===== config.mk =====
export PLATFORM = sky130hd
export DESIGN_NAME = risc_v_multicycle_ctrl_flat
export DESIGN_NICKNAME = d
export VERILOG_FILES = /design/src/rtl/risc_v_multicycle_ctrl_pkg.sv /design/src/rtl/risc_v_multicycle_ctrl_if.sv /design/src/rtl/risc_v_multicycle_ctrl_out_decode.sv /design/src/rtl/risc_v_multicycle_ctrl.sv /design/src/flat_wrapper.sv
export SDC_FILE = /design/constraint.sdc
export NUM_CORES = 1
export LEC_CHECK = 0
export CAP_MARGIN = 20
export CORE_MARGIN = 1
export CORE_UTILIZATION = 42
export CTS_CLUSTER_DIAMETER = 120
export DETAILED_ROUTE_END_ITERATION = 8
export PLACE_DENSITY = 0.83
export SKIP_CTS_REPAIR_TIMING = 1
export SLEW_MARGIN = 10
export SYNTH_ARGS = -nofsm -noshare
export SYNTH_HDL_FRONTEND = slang
export SYNTH_HIERARCHICAL = 1
export SYNTH_SLANG_ARGS = --single-unit

===== constraint.sdc =====
create_clock -name clk -period 2.01 [get_ports clk]
set_clock_uncertainty 0.2 [all_clocks]
set_input_delay 0.402 -clock clk [delete_from_list [all_inputs] [get_ports clk]]
set_output_delay 0.402 -clock clk [all_outputs]
set_load 0.005 [all_outputs]

===== src/rtl/risc_v_multicycle_ctrl_pkg.sv =====
// Shared encodings for the multicycle RISC-V control path: opcodes, FSM states,
// datapath mux selects and the packed control bundle.
package risc_v_pkg;

    localparam int unsigned OPCODE_W = 7;
    localparam int unsigned FUNC3_W  = 3;
    localparam int unsigned STATE_W  = 4;
    localparam int unsigned SEL_W    = 2;

    localparam logic [OPCODE_W-1:0] OP_R     = 7'b0110011;
    localparam logic [OPCODE_W-1:0] OP_I     = 7'b0010011;
    localparam logic [OPCODE_W-1:0] OP_LOAD  = 7'b0000011;
    localparam logic [OPCODE_W-1:0] OP_STORE = 7'b0100011;
    localparam logic [OPCODE_W-1:0] OP_B     = 7'b1100011;
    localparam logic [OPCODE_W-1:0] OP_LUI   = 7'b0110111;
    localparam logic [OPCODE_W-1:0] OP_AUIPC = 7'b0010111;
    localparam logic [OPCODE_W-1:0] OP_JAL   = 7'b1101111;
    localparam logic [OPCODE_W-1:0] OP_JALR  = 7'b1100111;

    localparam logic [FUNC3_W-1:0] F3_BEQ = 3'b000;
    localparam logic [FUNC3_W-1:0] F3_BNE = 3'b001;

    typedef enum logic [STATE_W-1:0] {
        S_FETCH     = 4'd0,
        S_DECODE    = 4'd1,
        S_MEMADR    = 4'd2,
        S_MEMREAD   = 4'd3,
        S_MEMWB     = 4'd4,
        S_MEMWRITE  = 4'd5,
        S_EXEC_R    = 4'd6,
        S_EXEC_I    = 4'd7,
        S_ALUWB     = 4'd8,
        S_BRANCH    = 4'd9,
        S_LUI       = 4'd10,
        S_JAL       = 4'd11,
        S_JALR      = 4'd12,
        S_JALR_JUMP = 4'd13
    } state_e;

    localparam logic [SEL_W-1:0] RES_ALUOUT  = 2'b00;
    localparam logic [SEL_W-1:0] RES_MEMDATA = 2'b01;
    localparam logic [SEL_W-1:0] RES_ALU     = 2'b10;
    localparam logic [SEL_W-1:0] RES_IMM     = 2'b11;

    localparam logic [SEL_W-1:0] SRCA_PC    = 2'b00;
    localparam logic [SEL_W-1:0] SRCA_OLDPC = 2'b01;
    localparam logic [SEL_W-1:0] SRCA_RS1   = 2'b10;

    localparam logic [SEL_W-1:0] SRCB_RS2  = 2'b00;
    localparam logic [SEL_W-1:0] SRCB_IMM  = 2'b01;
    localparam logic [SEL_W-1:0] SRCB_FOUR = 2'b10;

    localparam logic [SEL_W-1:0] ALU_ADD  = 2'b00;
    localparam logic [SEL_W-1:0] ALU_SUB  = 2'b01;
    localparam logic [SEL_W-1:0] ALU_FUNC = 2'b10;

    typedef struct packed {
        logic             pc_write;
        logic             pc_write_cond;
        logic             bne;
        logic             ir_write;
        logic             adr_src;
        logic             mem_read;
        logic             mem_write;
        logic             reg_write;
        logic [SEL_W-1:0] result_src;
        logic [SEL_W-1:0] alu_src_a;
        logic [SEL_W-1:0] alu_src_b;
        logic [SEL_W-1:0] alu_op;
        logic             illegal_instr;
    } ctrl_t;

    // True for every opcode the multicycle sequencer knows how to execute.
    function automatic logic is_supported_op(input logic [OPCODE_W-1:0] op);
        logic ok;
        ok = 1'b0;
        case (op)
            OP_R, OP_I, OP_LOAD, OP_STORE, OP_B,
            OP_LUI, OP_AUIPC, OP_JAL, OP_JALR: ok = 1'b1;
            default:                           ok = 1'b0;
        endcase
        return ok;
    endfunction

endpackage


===== src/rtl/risc_v_multicycle_ctrl_if.sv =====
// Control bundle between the multicycle sequencer (master) and the datapath (slave).
interface risc_v_multicycle_ctrl_if;
    import risc_v_pkg::*;

    logic [OPCODE_W-1:0] opcode;
    logic [FUNC3_W-1:0]  func3;
    logic                mem_ready;

    logic                pc_write;
    logic                pc_write_cond;
    logic                bne;
    logic                ir_write;
    logic                adr_src;
    logic                mem_read;
    logic                mem_write;
    logic                reg_write;
    logic [SEL_W-1:0]    result_src;
    logic [SEL_W-1:0]    alu_src_a;
    logic [SEL_W-1:0]    alu_src_b;
    logic [SEL_W-1:0]    alu_op;
    logic                illegal_instr;
    logic [STATE_W-1:0]  state;

    modport master (
        input  opcode, func3, mem_ready,
        output pc_write, pc_write_cond, bne, ir_write, adr_src, mem_read,
               mem_write, reg_write, result_src, alu_src_a, alu_src_b,
               alu_op, illegal_instr, state
    );

    modport slave (
        output opcode, func3, mem_ready,
        input  pc_write, pc_write_cond, bne, ir_write, adr_src, mem_read,
               mem_write, reg_write, result_src, alu_src_a, alu_src_b,
               alu_op, illegal_instr, state
    );

endinterface


===== src/rtl/risc_v_multicycle_ctrl_out_decode.sv =====
// Combinational output decode: Moore outputs per state, plus the func3-driven
// branch qualifiers and the mem_ready-gated fetch enables.
module risc_v_mc_out_decode
    import risc_v_pkg::*;
(
    input  logic [STATE_W-1:0]  state_i,
    input  logic [OPCODE_W-1:0] opcode_i,
    input  logic [FUNC3_W-1:0]  func3_i,
    input  logic                mem_ready_i,
    output ctrl_t               ctrl_o
);

    always_comb begin
        ctrl_o = '0;
        case (state_i)
            S_FETCH: begin
                ctrl_o.mem_read   = 1'b1;
                ctrl_o.adr_src    = 1'b0;
                ctrl_o.alu_src_a  = SRCA_PC;
                ctrl_o.alu_src_b  = SRCB_FOUR;
                ctrl_o.alu_op     = ALU_ADD;
                ctrl_o.result_src = RES_ALU;
                ctrl_o.pc_write   = mem_ready_i;
                ctrl_o.ir_write   = mem_ready_i;
            end
            S_DECODE: begin
                // ALUOut <= OldPC + imm serves branch, JAL and AUIPC targets
                ctrl_o.alu_src_a     = SRCA_OLDPC;
                ctrl_o.alu_src_b     = SRCB_IMM;
                ctrl_o.alu_op        = ALU_ADD;
                ctrl_o.illegal_instr = ~is_supported_op(opcode_i);
            end
            S_MEMADR, S_JALR: begin
                ctrl_o.alu_src_a = SRCA_RS1;
                ctrl_o.alu_src_b = SRCB_IMM;
                ctrl_o.alu_op    = ALU_ADD;
            end
            S_MEMREAD: begin
                ctrl_o.adr_src  = 1'b1;
                ctrl_o.mem_read = 1'b1;
            end
            S_MEMWB: begin
                ctrl_o.result_src = RES_MEMDATA;
                ctrl_o.reg_write  = 1'b1;
            end
            S_MEMWRITE: begin
                ctrl_o.adr_src   = 1'b1;
                ctrl_o.mem_write = 1'b1;
            end
            S_EXEC_R: begin
                ctrl_o.alu_src_a = SRCA_RS1;
                ctrl_o.alu_src_b = SRCB_RS2;
                ctrl_o.alu_op    = ALU_FUNC;
            end
            S_EXEC_I: begin
                ctrl_o.alu_src_a = SRCA_RS1;
                ctrl_o.alu_src_b = SRCB_IMM;
                ctrl_o.alu_op    = ALU_FUNC;
            end
            S_ALUWB: begin
                ctrl_o.result_src = RES_ALUOUT;
                ctrl_o.reg_write  = 1'b1;
            end
            S_BRANCH: begin
                ctrl_o.alu_src_a  = SRCA_RS1;
                ctrl_o.alu_src_b  = SRCB_RS2;
                ctrl_o.alu_op     = ALU_SUB;
                ctrl_o.result_src = RES_ALUOUT;
                if (func3_i == F3_BEQ || func3_i == F3_BNE) begin
                    ctrl_o.pc_write_cond = 1'b1;
                    ctrl_o.bne           = (func3_i == F3_BNE);
                end else begin
                    ctrl_o.illegal_instr = 1'b1;
                end
            end
            S_LUI: begin
                ctrl_o.result_src = RES_IMM;
                ctrl_o.reg_write  = 1'b1;
            end
            S_JAL, S_JALR_JUMP: begin
                // PC takes the target from ALUOut while the ALU forms the link value
                ctrl_o.pc_write   = 1'b1;
                ctrl_o.result_src = RES_ALUOUT;
                ctrl_o.alu_src_a  = SRCA_OLDPC;
                ctrl_o.alu_src_b  = SRCB_FOUR;
                ctrl_o.alu_op     = ALU_ADD;
            end
            default: ctrl_o = '0;
        endcase
    end

endmodule


===== src/rtl/risc_v_multicycle_ctrl.sv =====
// Multicycle RISC-V control FSM: state register and next-state sequencing over a
// shared ALU and unified memory port, with the output decode in a sub-module.
module risc_v_multicycle_ctrl
    import risc_v_pkg::*;
(
    input  logic                            clk,
    input  logic                            rst_n,
    risc_v_multicycle_ctrl_if.master        ctrl_if
);

    logic [STATE_W-1:0] state_q;
    logic [STATE_W-1:0] state_d;
    ctrl_t              ctrl;
    logic               fetch_ready;

    // Keeps PC/IR loads off while reset is held, whatever memory reports
    assign fetch_ready = ctrl_if.mem_ready & rst_n;

    always_ff @(posedge clk or negedge rst_n) begin
        if (!rst_n) begin
            state_q <= S_FETCH;
        end else begin
            state_q <= state_d;
        end
    end

    always_comb begin
        state_d = state_q;
        case (state_q)
            S_FETCH: begin
                if (ctrl_if.mem_ready) state_d = S_DECODE;
            end
            S_DECODE: begin
                case (ctrl_if.opcode)
                    OP_LOAD, OP_STORE: state_d = S_MEMADR;
                    OP_R:              state_d = S_EXEC_R;
                    OP_I:              state_d = S_EXEC_I;
                    OP_B:              state_d = S_BRANCH;
                    OP_LUI:            state_d = S_LUI;
                    OP_AUIPC:          state_d = S_ALUWB;
                    OP_JAL:            state_d = S_JAL;
                    OP_JALR:           state_d = S_JALR;
                    default:           state_d = S_FETCH;
                endcase
            end
            S_MEMADR: begin
                if (ctrl_if.opcode == OP_LOAD)       state_d = S_MEMREAD;
                else if (ctrl_if.opcode == OP_STORE) state_d = S_MEMWRITE;
                else                                 state_d = S_FETCH;
            end
            S_MEMREAD: begin
                if (ctrl_if.mem_ready) state_d = S_MEMWB;
            end
            S_MEMWRITE: begin
                if (ctrl_if.mem_ready) state_d = S_FETCH;
            end
            S_EXEC_R, S_EXEC_I, S_JAL, S_JALR_JUMP: state_d = S_ALUWB;
            S_JALR:                                 state_d = S_JALR_JUMP;
            S_MEMWB, S_ALUWB, S_BRANCH, S_LUI:      state_d = S_FETCH;
            default:                                state_d = S_FETCH;
        endcase
    end

    risc_v_mc_out_decode u_out_decode (
        .state_i     (state_q),
        .opcode_i    (ctrl_if.opcode),
        .func3_i     (ctrl_if.func3),
        .mem_ready_i (fetch_ready),
        .ctrl_o      (ctrl)
    );

    assign ctrl_if.pc_write      = ctrl.pc_write;
    assign ctrl_if.pc_write_cond = ctrl.pc_write_cond;
    assign ctrl_if.bne           = ctrl.bne;
    assign ctrl_if.ir_write      = ctrl.ir_write;
    assign ctrl_if.adr_src       = ctrl.adr_src;
    assign ctrl_if.mem_read      = ctrl.mem_read;
    assign ctrl_if.mem_write     = ctrl.mem_write;
    assign ctrl_if.reg_write     = ctrl.reg_write;
    assign ctrl_if.result_src    = ctrl.result_src;
    assign ctrl_if.alu_src_a     = ctrl.alu_src_a;
    assign ctrl_if.alu_src_b     = ctrl.alu_src_b;
    assign ctrl_if.alu_op        = ctrl.alu_op;
    assign ctrl_if.illegal_instr = ctrl.illegal_instr;
    assign ctrl_if.state         = state_q;

endmodule


===== src/flat_wrapper.sv =====
// flat-port wrapper written by rule: the top's interface ports become plain ports
module risc_v_multicycle_ctrl_flat import risc_v_pkg::*;
  (clk, rst_n, ctrl_if_opcode, ctrl_if_func3, ctrl_if_mem_ready, ctrl_if_pc_write, ctrl_if_pc_write_cond, ctrl_if_bne, ctrl_if_ir_write, ctrl_if_adr_src, ctrl_if_mem_read, ctrl_if_mem_write, ctrl_if_reg_write, ctrl_if_result_src, ctrl_if_alu_src_a, ctrl_if_alu_src_b, ctrl_if_alu_op, ctrl_if_illegal_instr, ctrl_if_state);
  risc_v_multicycle_ctrl_if ctrl_if_i ();
  input  logic clk;
  input  logic rst_n;
  input wire logic [$bits(ctrl_if_i.opcode)-1:0] ctrl_if_opcode;
  input wire logic [$bits(ctrl_if_i.func3)-1:0] ctrl_if_func3;
  input wire logic [$bits(ctrl_if_i.mem_ready)-1:0] ctrl_if_mem_ready;
  output wire logic [$bits(ctrl_if_i.pc_write)-1:0] ctrl_if_pc_write;
  output wire logic [$bits(ctrl_if_i.pc_write_cond)-1:0] ctrl_if_pc_write_cond;
  output wire logic [$bits(ctrl_if_i.bne)-1:0] ctrl_if_bne;
  output wire logic [$bits(ctrl_if_i.ir_write)-1:0] ctrl_if_ir_write;
  output wire logic [$bits(ctrl_if_i.adr_src)-1:0] ctrl_if_adr_src;
  output wire logic [$bits(ctrl_if_i.mem_read)-1:0] ctrl_if_mem_read;
  output wire logic [$bits(ctrl_if_i.mem_write)-1:0] ctrl_if_mem_write;
  output wire logic [$bits(ctrl_if_i.reg_write)-1:0] ctrl_if_reg_write;
  output wire logic [$bits(ctrl_if_i.result_src)-1:0] ctrl_if_result_src;
  output wire logic [$bits(ctrl_if_i.alu_src_a)-1:0] ctrl_if_alu_src_a;
  output wire logic [$bits(ctrl_if_i.alu_src_b)-1:0] ctrl_if_alu_src_b;
  output wire logic [$bits(ctrl_if_i.alu_op)-1:0] ctrl_if_alu_op;
  output wire logic [$bits(ctrl_if_i.illegal_instr)-1:0] ctrl_if_illegal_instr;
  output wire logic [$bits(ctrl_if_i.state)-1:0] ctrl_if_state;
  assign ctrl_if_i.opcode = ctrl_if_opcode;
  assign ctrl_if_i.func3 = ctrl_if_func3;
  assign ctrl_if_i.mem_ready = ctrl_if_mem_ready;
  assign ctrl_if_pc_write = ctrl_if_i.pc_write;
  assign ctrl_if_pc_write_cond = ctrl_if_i.pc_write_cond;
  assign ctrl_if_bne = ctrl_if_i.bne;
  assign ctrl_if_ir_write = ctrl_if_i.ir_write;
  assign ctrl_if_adr_src = ctrl_if_i.adr_src;
  assign ctrl_if_mem_read = ctrl_if_i.mem_read;
  assign ctrl_if_mem_write = ctrl_if_i.mem_write;
  assign ctrl_if_reg_write = ctrl_if_i.reg_write;
  assign ctrl_if_result_src = ctrl_if_i.result_src;
  assign ctrl_if_alu_src_a = ctrl_if_i.alu_src_a;
  assign ctrl_if_alu_src_b = ctrl_if_i.alu_src_b;
  assign ctrl_if_alu_op = ctrl_if_i.alu_op;
  assign ctrl_if_illegal_instr = ctrl_if_i.illegal_instr;
  assign ctrl_if_state = ctrl_if_i.state;
  risc_v_multicycle_ctrl u_core (.clk(clk), .rst_n(rst_n), .ctrl_if(ctrl_if_i));
endmodule

* Yosys cells after proc, flatten, opt, wreduce, memory -nomap -nowiden
Index checks and enable logic that the tools add are counted.
** Cells by class
- Reduce and logical (&&, ||, !) cells :: 12
- Equality and inequality tests :: 26
- Bitwise gates (word level) :: 2
- Multiplexer cells :: 21
** Operator list (count)
- 6-bit one-hot mux with 7 select lines :: 1
- 4-bit one-hot mux with 8 select lines :: 1
- 4-bit one-hot mux with 7 select lines :: 1
- 4-bit equality test (second input constant) :: 6
- 7-bit by 6-bit equality test with 1-bit output (second input constant) :: 3
- 7-bit equality test (second input constant) :: 3
- 4-bit by 3-bit equality test with 1-bit output (second input constant) :: 4
- 4-bit two-way mux :: 4
- 7-bit by 5-bit equality test with 1-bit output (second input constant) :: 2
- 2-bit OR reduction :: 5
- 9-bit OR reduction :: 1
- 4-bit by 2-bit equality test with 1-bit output (second input constant) :: 2
- 1-bit two-way mux :: 8
- 7-bit by 2-bit equality test with 1-bit output (second input constant) :: 1
- 2-bit != test (second input constant) :: 3
- 2-bit one-hot mux with 3 select lines :: 1
- 4-bit by 1-bit equality test with 1-bit output (second input constant) :: 1
- 4-bit logical NOT :: 1
- 2-bit two-way mux :: 2
- 1-bit one-hot mux with 2 select lines :: 2
- 4-bit OR reduction :: 1
- 3-bit by 1-bit equality test with 1-bit output (second input constant) :: 1
- 3-bit logical NOT :: 1
- 3-bit two-way mux :: 1
- 5 further kinds :: 5
** Storage, ports and cells
- Word-level logic and storage cells :: 62
- Output and inout bits :: 21
- Input port bits :: 13
- Flip-flop bits (word level) :: 4

* Longest topological paths before layout
- Depth in word-level cells :: 6
- Gate-level depth with buffers :: 5
- Gate-level depth less buffers :: 4

* Cells and area by module
The synthesis kept the hierarchy.
** Modules (own cells, without submodules)
- risc_v_multicycle_ctrl :: cells each 56, instances 1, area each 462.9 sq um, seq. area each 100.1 sq um
- risc_v_mc_out_decode :: cells each 56, instances 1, area each 337.8 sq um, seq. area each 0.0 sq um

* Worst setup path after synthesis
OpenSTA, ideal clock, no wires.
- Path kind :: flip-flop to output port
- Start :: register u_core.state_q[2] (netlist: u_core/ctrl_if.state[2])
- End :: output ctrl_if_ir_write
- Data required time :: 1.408 ns
- Cell stages (with the launch flop) :: 4
- Setup slack :: 0.302 ns
- Buffers on the path :: 1
- Arrival :: 1.106 ns
- Path through :: dfrtp_1 -> buf_6 -> or2_4 -> nor4b_1
** Between the ends
- Longest elaborated chain between the ends :: 2
** Ends and longest elaborated chain
- start, declared :: line risc_v_multicycle_ctrl.sv:11 : logic [STATE_W-1:0] state_q;
- start signal, assigned :: line risc_v_multicycle_ctrl.sv:23 : state_q <= state_d;
- 4-bit logical NOT :: line risc_v_multicycle_ctrl_out_decode.sv:15 : case (state_i)
- 1-bit two-way mux :: line risc_v_multicycle_ctrl_out_decode.sv:15
- end, declared :: line flat_wrapper.sv:13 : output wire logic [$bits(ctrl_if_i.ir_write)-1:0] ctrl_if_ir_write;
No other way between the ends.

* Final worst setup path
- Start :: register u_core.state_q[2] (netlist: u_core/ctrl_if.state[2])
- End :: output ctrl_if_illegal_instr
** Between the ends
- Longest elaborated chain between the ends :: 2
- Elaborated cells between the ends (all ways) :: 3
- Classes of those cells :: eq/ne: 2; mux: 1
** Ends and longest elaborated chain
- 4-bit equality test or 4-bit by 1-bit equality test with 1-bit output (tied branches) :: line risc_v_multicycle_ctrl_out_decode.sv:15
- 1-bit one-hot mux with 2 select lines (*) :: line risc_v_multicycle_ctrl_out_decode.sv:15
- end, declared :: line flat_wrapper.sv:22 : output wire logic [$bits(ctrl_if_i.illegal_instr)-1:0] ctrl_if_illegal_instr;
Every way passes the cells marked *; elsewhere a longest branch is shown, timed or not.

==> results.yml <==
status:
  status: "finished, violations left"
  violations: "setup timing"
critical_path:
  crit_arrival_ns: 1.61
  reg2regPathDepth: 7
  worstPathMaxFanout: 6
  critPathCaptureType: "output port"
  crit_required_ns: 1.41
  critPathKind: "reg -> out"
  start_kind: "flip-flop"
timing:
  rsz0062_at_grt: "true"
  tightest_slew_ns: 0.311
  finalHoldViolations: 0
  post-route-period-util_pct: 110
  holdWs_ns: 0.253
  setup_viol: 14
  drv_slew: 0
  timing.fmax_mhz: 451
  period_needed_ns: 2.22
  layout_setup_ws_ns: -0.205
  slew_headroom_pct: 79.1
grt:
  grt_pass1_vias: 963
  grt_pass1_wl_mm: 4.04
  grt_overflow_total: 0
  antenna_found_initial: 0
  grt_start_max_net_pins: 12
  grt_usage_pct: 27.0
clocking:
  cts_sinks: 4
  cts_max_level: 1
  cts_buffers: 3
  clockBufferDepth: 2
  cts_tree: "yes"
  cts-root-buf: "clkbuf_4"
  path_clk_slew_ns: 0.05
  clkLatencyLatePin_ns: 0.24
yosys:
  synth.area.top_cells: "dfrtp_1 13%, o21ai_0 5.6%, nand2_1 5.6%"
  netlist_instances: 112
  synth-main-ff-cell: "dfrtp_1"
  synth_top_cell_by_area: "dfrtp_1"
  synth_cell_types: 50
  synth_warnings: 6
  async_flop_share_pct: 100
  yosys.area.top_type_share_pct: 12.5
  avgSynthCellArea_um2: 7.15
  ys_seq_area_share_pct: 12.5
  synth_edf_count: 0
  synth_nets: 125
  synth_seq_cells: 4
  syn_area_um2: 801
power_and_ir_drop:
  power.density_nw_per_um2: 605
  ir_worst_vdd_v: 0.000400
  power.total_w: 0.000932
  p_leak_nw: 0.816
layout:
  drive_above_1_share_pct: 48.6
  largest_register_ffs: 4
  area_growth_pct: 92.5
  fin_cells: 206
  nNetsFinal: 196
  n_antenna_cell: 0
  fillCellCount: 98
  finalInstanceArea_um2: 1540
floorplan:
  core-area_um2: 1760
  placementRows: 15
  initial_core_util_pct: 45.4
  die_area_um2: 2090
  die_h_um: 45.7
  fp.dieW_um: 45.7
  ioPinCount: 34
route:
  firstDrtPassIters: 4
  wirelength_mm: 3.60
  vias: 1195
  final_antenna_net_count: 0
  drc: 0
  wire_per_inst_um: 17.5
  via_per_inst: 5.80
  drtIter0Drc: 52
placement:
  dp_hpwl_mm: 1.98
  dp_cells: 191
  gp_congestion: 0.864
  port_buffers: 33
  place_area_um2: 1330
run:
  cap_violations: 0
min_path:
  holdCritPathClass: "in -> async"
-- area by class of cell --
cell class	count	area [µm²]	area share [%]
multi-input cells	93	708	45.9
repair buffers	75	652	42.3
flip-flops and latches	4	105	6.82
well taps	25	31.3	2.03
clock buffers	3	22.5	1.46
inverters	6	22.5	1.46
-- placed cells by master (no fill, tap or decap), types with 2 or more instances in the layout --
| cell type | instances |
|---|---|
| inv_2 | 2 |
| or3_4 | 2 |
| clkbuf_2 | 4 |
| inv_1 | 4 |
| clkbuf_4 | 3 |
| xor2_1 | 2 |
| nor2_1 | 4 |
| nor2b_1 | 2 |
| nor2b_4 | 2 |
| nor3_1 | 3 |
| a21oi_2 | 5 |
| nand2b_1 | 2 |
| nor2_2 | 2 |
| o21ai_0 | 4 |
| xnor2_1 | 3 |
| buf_4 | 37 |
| nand3b_1 | 2 |
| nand2_1 | 12 |
| o211ai_1 | 2 |
| and2_4 | 2 |
| dlymetal6s2s_1 | 12 |
| o21ai_1 | 6 |
| clkdlybuf4s50_1 | 10 |
| nand3_1 | 3 |
| dfrtp_2 | 4 |
| buf_2 | 5 |
| nor3b_1 | 2 |
| and3_4 | 3 |
| a21oi_1 | 2 |
| buf_6 | 7 |
-- synthesized netlist by cell type, types with 3 or more instances --
cell     count
nand2_1     12
buf_2        4
dfrtp_1      4
nand3_1      3
a21oi_1      7
inv_1        5
o21ai_0      9
nor2b_1      3
nor4b_1      3
nor3_1       3
xnor2_1      4
nor2_1       6
and3_1       3
-- final timing paths --
kind / startpoint / to / slack (ns)
worst max-delay path: u_core/ctrl_if.state[2] / ctrl_if_illegal_instr / -0.21
worst min-delay path: rst_n / u_core/ctrl_if.state[1] / 0.25
worst max register to register: u_core/ctrl_if.state[3] / u_core/ctrl_if.state[1] / 0.09
worst min register to register: u_core/ctrl_if.state[0] / u_core/ctrl_if.state[1] / 0.58
max in group asynchronous: rst_n / u_core/ctrl_if.state[3] / 1.23
min in group clk: ctrl_if_opcode[5] / u_core/ctrl_if.state[1] / 0.38
-- logic make-up (layout without fill, tap and decap cells) --
kind of cell	count (synthesis)	after routing	synth area share [%]
AND/OR/NAND/NOR	54	54	43.9
AO/OA/AOI/OAI	33	33	27.0
buffers and inverters	15	84	10.0
XOR/XNOR	6	6	6.56
flip-flops	4	4	12.5
-- stage by stage --
stage,TNS (ns),util (%),setup WS [ns]
finish,-1.51,87.4,-0.205
global route,-2.31,87.4,-0.261
CTS,-6.73,76.7,-0.522
detailed placement,-3.57,75.4,-0.516
global placement,-3.08,75.4,-0.503
floorplan,0,-,0.302
-- per-layer routing --
metal / GRT usage [%] / vias to the layer above / wire, µm
met3: 5.56 / 16 / 214
met4: 14.5 / 0 / 145
met2: 49.7 / 67 / 1860
met5: 0 / - / 0
li1: - / 550 / -
met1: 28.2 / 562 / 1380
-- power breakdown --
part           leakage (nW)  internal (W)  total [W]  switching [W]
combinational         0.754      0.000384   0.000714       0.000330
sequential           0.0478     0.0000959   0.000113      0.0000171
clock                0.0138     0.0000671   0.000105      0.0000374
-- worst max-delay path: stages (launching register included) --
cell and delay (ns):
dfrtp_2 0.45, buf_4 0.17, nor2b_4 0.13, and3_4 0.21, buf_6 0.10, nor2b_4 0.12
a41o_1 0.09, clkbuf_2 0.11
(Power assumes the default switching activity.)
